$ cat config.mk
export PLATFORM = sky130hd
export DESIGN_NAME = sar_search_controller
export DESIGN_NICKNAME = d
export VERILOG_FILES = /design/src/rtl/sar_search_controller.sv
export SDC_FILE = /design/constraint.sdc
export NUM_CORES = 1
export LEC_CHECK = 0
export CAP_MARGIN = 20
export CORE_MARGIN = 3
export CORE_UTILIZATION = 31
export DETAILED_ROUTE_END_ITERATION = 10
export PLACE_DENSITY = 0.65
export SYNTH_ARGS = -nofsm -noshare
export SYNTH_HDL_FRONTEND = slang
export SYNTH_SLANG_ARGS = --single-unit
$ cat constraint.sdc
create_clock -name clk -period 1.6 [get_ports clk]
set_clock_uncertainty 0.05 [all_clocks]
set_input_delay 0.32 -clock clk [delete_from_list [all_inputs] [get_ports clk]]
set_output_delay 0.32 -clock clk [all_outputs]
set_load 0.05 [all_outputs]
$ cat src/rtl/sar_search_controller.sv
// sar_search_controller: successive-approximation search over a magnitude comparator.
// It drives the trial value onto the comparator's B operand and reads back the
// gt/lt/eq flags. It settles MSB-first on the value present at the comparator's A operand.
// Optional feature: define SAR_EARLY_EXIT_EN to end a search as soon as the comparator reports equality.
module sar_search_controller #(
    parameter int WIDTH = 4
) (
    input  logic             clk,
    input  logic             reset,
    input  logic             start,
    input  logic             A_gt_B,
    input  logic             A_lt_B,
    input  logic             A_eq_B,
    output logic [WIDTH-1:0] trial,
    output logic             busy,
    output logic             done,
    output logic [WIDTH-1:0] result,
    output logic             flag_err
);

    localparam int IW = (WIDTH > 2) ? $clog2(WIDTH) : 1;
    localparam logic [IW-1:0]    IDX_MSB   = IW'(WIDTH - 1);
    localparam logic [WIDTH-1:0] TRIAL_MSB = WIDTH'(1) << (WIDTH - 1);

    typedef enum logic [1:0] {
        IDLE = 2'd0,
        TRY  = 2'd1,
        DONE = 2'd2
    } state_t;

    state_t            state_q, state_d;
    logic [WIDTH-1:0]  trial_q, trial_d;
    logic [IW-1:0]     idx_q, idx_d;
    logic [WIDTH-1:0]  result_q, result_d;
    logic              flag_err_q, flag_err_d;

    logic [WIDTH-1:0]  mask;
    logic [WIDTH-1:0]  kept;
    logic [1:0]        flag_cnt;
    logic              flags_one_hot;

    // Decode the current bit under test and judge the comparator response.
    always_comb begin
        mask          = WIDTH'(1) << idx_q;
        kept          = A_lt_B ? (trial_q & ~mask) : trial_q;
        flag_cnt      = 2'(A_gt_B) + 2'(A_lt_B) + 2'(A_eq_B);
        flags_one_hot = (flag_cnt == 2'd1);
    end

    // Next-state and next-register values for the search sequencer.
    always_comb begin
        // NOTE: every signal gets a default before the case so no path leaves it unassigned (no latches).
        state_d    = state_q;
        trial_d    = trial_q;
        idx_d      = idx_q;
        result_d   = result_q;
        flag_err_d = flag_err_q;

        case (state_q)
            IDLE: begin
                trial_d = '0;
                if (start) begin
                    trial_d    = TRIAL_MSB;
                    idx_d      = IDX_MSB;
                    flag_err_d = 1'b0;
                    state_d    = TRY;
                end
            end
            TRY: begin
                if (!flags_one_hot) begin
                    // Broken comparator response: report the trial we were on and stop.
                    flag_err_d = 1'b1;
                    result_d   = trial_q;
                    state_d    = DONE;
`ifdef SAR_EARLY_EXIT_EN
                end else if (A_eq_B) begin
                    result_d = trial_q;
                    state_d  = DONE;
`endif
                end else if (idx_q == '0) begin
                    result_d = kept;
                    state_d  = DONE;
                end else begin
                    trial_d = kept | (mask >> 1);
                    idx_d   = idx_q - 1'b1;
                end
            end
            DONE: begin
                trial_d = '0;
                state_d = IDLE;
            end
            default: begin
                trial_d = '0;
                state_d = IDLE;
            end
        endcase
    end

    // State register with synchronous reset; reset aborts any search in flight.
    always_ff @(posedge clk) begin
        // NOTE: sequential state uses non-blocking assignments so all flops update together.
        if (reset) begin
            state_q    <= IDLE;
            trial_q    <= '0;
            idx_q      <= '0;
            result_q   <= '0;
            flag_err_q <= 1'b0;
        end else begin
            state_q    <= state_d;
            trial_q    <= trial_d;
            idx_q      <= idx_d;
            result_q   <= result_d;
            flag_err_q <= flag_err_d;
        end
    end

    assign trial    = trial_q;
    assign busy     = (state_q == TRY);
    assign done     = (state_q == DONE);
    assign result   = result_q;
    assign flag_err = flag_err_q;

endmodule

==> results.txt <==
----------------------------------------------------
[Die]
  I/O pin count ... 17
  Floorplan die width ... between 50 and 60 um
  Total core area ... 2040 um2
  FP Rows ... 16
  Initial core utilization ... between 30% and 40%
  DIE HEIGHT ... 53.2 um
  Die ar. ... 2830 um2

[Power]
  Part of the power in registers ... around 44%
  Combinational group share of total power ... 29.7%
  Power Dens Cells ... 732 nW/um2
  Maximum resistive drop on vdd ... between 0.0005 and 0.0006 V
  Proportion of total power due to net switching ... approximately a third
  Share of total power in the clock network ... roughly a quarter
  Switching power of the nets ... approximately 0.00025 W
  Internal portion of total power ... approximately 0.00054 W
  Leak pwr ... roughly 0.43 nW
  Sum of internal, switching and leakage power ... 0.000788 W

[Logic synthesis]
  Ys async rst share ... 0%
  Post-synthesis average cell area ... between 9 and 10 um2
  Biggest area contributors in the synthesized netlist ... sky130_fd_sc_hd__dfxtp_1, sky130_fd_sc_hd__ha_1, sky130_fd_sc_hd__a21oi_1
  Largest area contributor in the netlist ... sky130_fd_sc_hd__dfxtp_1
  Most instantiated cells after synthesis ... sky130_fd_sc_hd__dfxtp_1, sky130_fd_sc_hd__a21oi_1, sky130_fd_sc_hd__nand2_1
  Proportion of netlist area held by the largest area contributor ... roughly 38%
  Most numerous cell in the Yosys netlist ... sky130_fd_sc_hd__dfxtp_1
  Prevailing post-synth register cell ... sky130_fd_sc_hd__dfxtp_1
  #FFs+latches synth ... 13
  Post-synth EDFFs ... 0
  Post-synthesis instance total ... 73
  Post-Syn Nets ... 84
  Count of unique library cells instantiated by Yosys ... 27
  Part of the Yosys area used for sequential elements ... between 30% and 40%
  Cell area after technology mapping ... 689 um2
  Synthesis Warnings ... 0

[Clock network]
  Clock sink total ... 13
  Maximum buffer depth of the clock tree ... 2
  Number of hold buffers added after cts ... 0
  CTS H-tree depth ... 1
  Clock input transition at the sequential cells of the worst setup and hold paths ... ~0.080 ns
  Root Buffer ... sky130_fd_sc_hd__clkbuf_4
  CTS Buf Count ... 3
  Clock tree from TritonCTS ... yes
  Worst skew pair latency ... 0.27 ns

[STA]
  Setup TNS Final ... 0 ns
  Fin. max-slew vios ... 0
  Final critical-path share of the clock period ... between 90% and 100%
  FMAX ... between 600 and 700 MHz
  Count of endpoints failing setup in the final report ... 0
  RSZ-0062 raised after global routing ... true
  Count of final hold-check violations ... 0
  WHS ... around 0.45 ns
  Worst path setup slack after routing ... roughly 0.012 ns
  Headroom to the max-slew limit ... between 80% and 90%
  Slew of the pin with the lowest slew margin ... around 0.24 ns
  Final worst path period need ... between 1.5 and 2 ns

[Setup path]
  Worst Setup Start Kind ... input port
  Family of cells with the greatest summed delay on the critical path ... simple AND/OR/NAND/NOR gates
  Critical path endpoint category ... flip-flop
  List of cells traversed by the critical path ... buf_6, fa_2, or3b_4, nor3_4, a32o_2
  Cell with the biggest individual delay on the critical path ... sky130_fd_sc_hd__fa_2
  Origin of the critical flop-to-flop path ... idx_q[1]$_SDFFE_PP0P_
  CP Max Fanout ... 7
  Max stage delay on crit path ... around 0.59 ns
  Data arrival time of the critical path ... approximately 1.8 ns
  Required time of the critical path ... 1.77 ns
  Path type of the worst setup path ... input port to flip-flop
  CP Buf/Inv Count ... 1
  Cells on worst reg2reg path ... 5
  Crit. Startpoint ... A_gt_B
  Worst flop-to-flop path endpoint ... trial[2]$_SDFFE_PP0P_
  Register-to-register setup slack ... 0.10 ns

[Route]
  DRC marker count from the first detailed-route iteration ... 15
  Total detailed-routing wirelength ... 1700 um
  First-pass iteration count of the detailed router ... 5
  Routed via count divided by cell count ... ~5
  Count of unresolved DRC violations after routing ... 0
  Number of routed nets with antenna violations ... 0
  Average detailed-routed wire length per instance ... between 10 and 15 um
  Vias ... ~660

[GRT]
  Wire length of the first global-routing pass ... 2830 um
  Pin count of the biggest net entering global routing ... 10
  Grt total ovfl ... 0
  Vias in the first global route ... about 660
  GRT Resource Usage Total ... between 10% and 20%
  Number of antenna violations at the first check in global routing ... 0

[Placement]
  Worst slack after detailed placement ... -0.721 ns
  Final Wtd Congestion ... between 0.7 and 0.8
  Detailed placer's ending HPWL ... 1320 um
  Port-buffer cells ... 16

[Min path]
  Worst hold stages ... 2
  Worst hold path endpoint ... result[0]$_SDFFE_PP0P_
  Hold path startpoint ... result[0]$_SDFFE_PP0P_
  Hold/Removal Path Class ... flip-flop to flip-flop

[Layout]
  Number of nets in the layout ... ~110
  Share of layout cells above drive strength 1 ... between 40% and 50%
  Post-synthesis to final-layout area growth ... 56.1%
  Util after Layout ... 52.7%
  Area of the multi-input gates ... between 400 and 500 um2
  Fill count ... between 200 and 250
  Diode insertion count for antenna repair ... 0
  Storage element area ... ~260 um2

[Flow run]
  Max capacitance violation total ... 0

[Run status]
  Outcome ... finished, final reports clean

----------------------------------------------------
==> flip-flops by register name (all words and copies together), names as in the netlist <==
signal	flops
flag_err	1
state_q	2
result	4
trial	4
idx_q	2
==> layout by cell type (no fill, tap or decap), drive strengths merged <==
master	Yosys	layout
buf	2	25
dfxtp	13	13
nand2	7	7
a21oi	7	7
nor2	5	5
o21ai	5	5
inv	5	5
ha	4	4
o2111ai	4	4
clkbuf	1	4
nand2b	3	3
nor3	3	3
a211oi	3	3
a32o	2	2
clkdlybuf4s50	0	2
nor3b	2	2
or3b	1	1
a211o	1	1
and4bb	1	1
a311oi	1	1
nand3	1	1
o211ai	1	1
fa	1	1
==> power by group through the flow <==
stage                     registers, W  clock network, W  logic (W)
after floorplan               0.000371                 0   0.000109
after global placement        0.000356                 0   0.000219
after detailed placement      0.000357                 0   0.000225
after CTS                     0.000350          0.000206   0.000229
after global routing          0.000352          0.000215   0.000250
final                         0.000350          0.000204   0.000234
==> area by class of cell <==
cell class                      count  share of cell area [%]
Inverter                            5                    1.98
Clock buffer                        4                    2.44
Tap cell                           27                    3.14
Multi-Input combinational cell     52                    37.3
Timing Repair Buffer               27                    30.8
Sequential cell                    13                    24.3
==> per-stage QoR <==
stage               cells  area, um2
floorplan              73        696
global placement      124       1040
global route          128       1080
detailed placement    124       1040
CTS                   128       1070
finish                128       1080
==> worst reg2reg max path, cell delays in order, from the launching register on <==
cell                      delay (ns)
sky130_fd_sc_hd__dfxtp_1        0.34
sky130_fd_sc_hd__inv_1          0.06
sky130_fd_sc_hd__ha_1           0.24
sky130_fd_sc_hd__or3b_4         0.46
sky130_fd_sc_hd__nor3_4         0.15
sky130_fd_sc_hd__a32o_2         0.14
==> per-layer routing <==
| layer | vias to the layer above | routed length [um] | share of wire, % | GRT usage (%) |
|---|---|---|---|---|
| li1 | 321 | - | - | - |
| met1 | 305 | 698 | 41 | 16.8 |
| met2 | 26 | 860 | 51 | 21.7 |
| met3 | 4 | 112 | 6.6 | 5.07 |
| met4 | 0 | 28 | 1.6 | 5.11 |
| met5 | - | 0 | 0 | 0 |
==> what timing repair did <==
action                     4_1_cts  5_1_grt
pin swaps                        3        3
buffers inserted                 0        0
setup endpoints to repair       14        9
resized for setup               15        3
==> how the worst max path moves through the flow <==
stage	slack, ns	end	depth (start not counted)
detailed placement	-0.72	result[3]$_SDFFE_PP0P_	5
CTS	-0.02	trial[2]$_SDFFE_PP0P_	5
floorplan	-0.12	result[0]$_SDFFE_PP0P_	5
global placement	-0.68	result[3]$_SDFFE_PP0P_	5
global route	-0.02	result[1]$_SDFFE_PP0P_	5
finish	0.01	trial[2]$_SDFFE_PP0P_	5
==> cells by family (layout without fill, tap and decap cells) <==
group           count (synthesis)  in the layout  share of synthesized area (%)
flops                          13             13                           37.7
buf+inv                         8             36                           6.90
simple gates                   23             23                           20.5
compound gates                 24             24                           24.7
fa+ha+maj                       5              5                           10.2
Note: power is estimated with default switching activity, not from simulation.
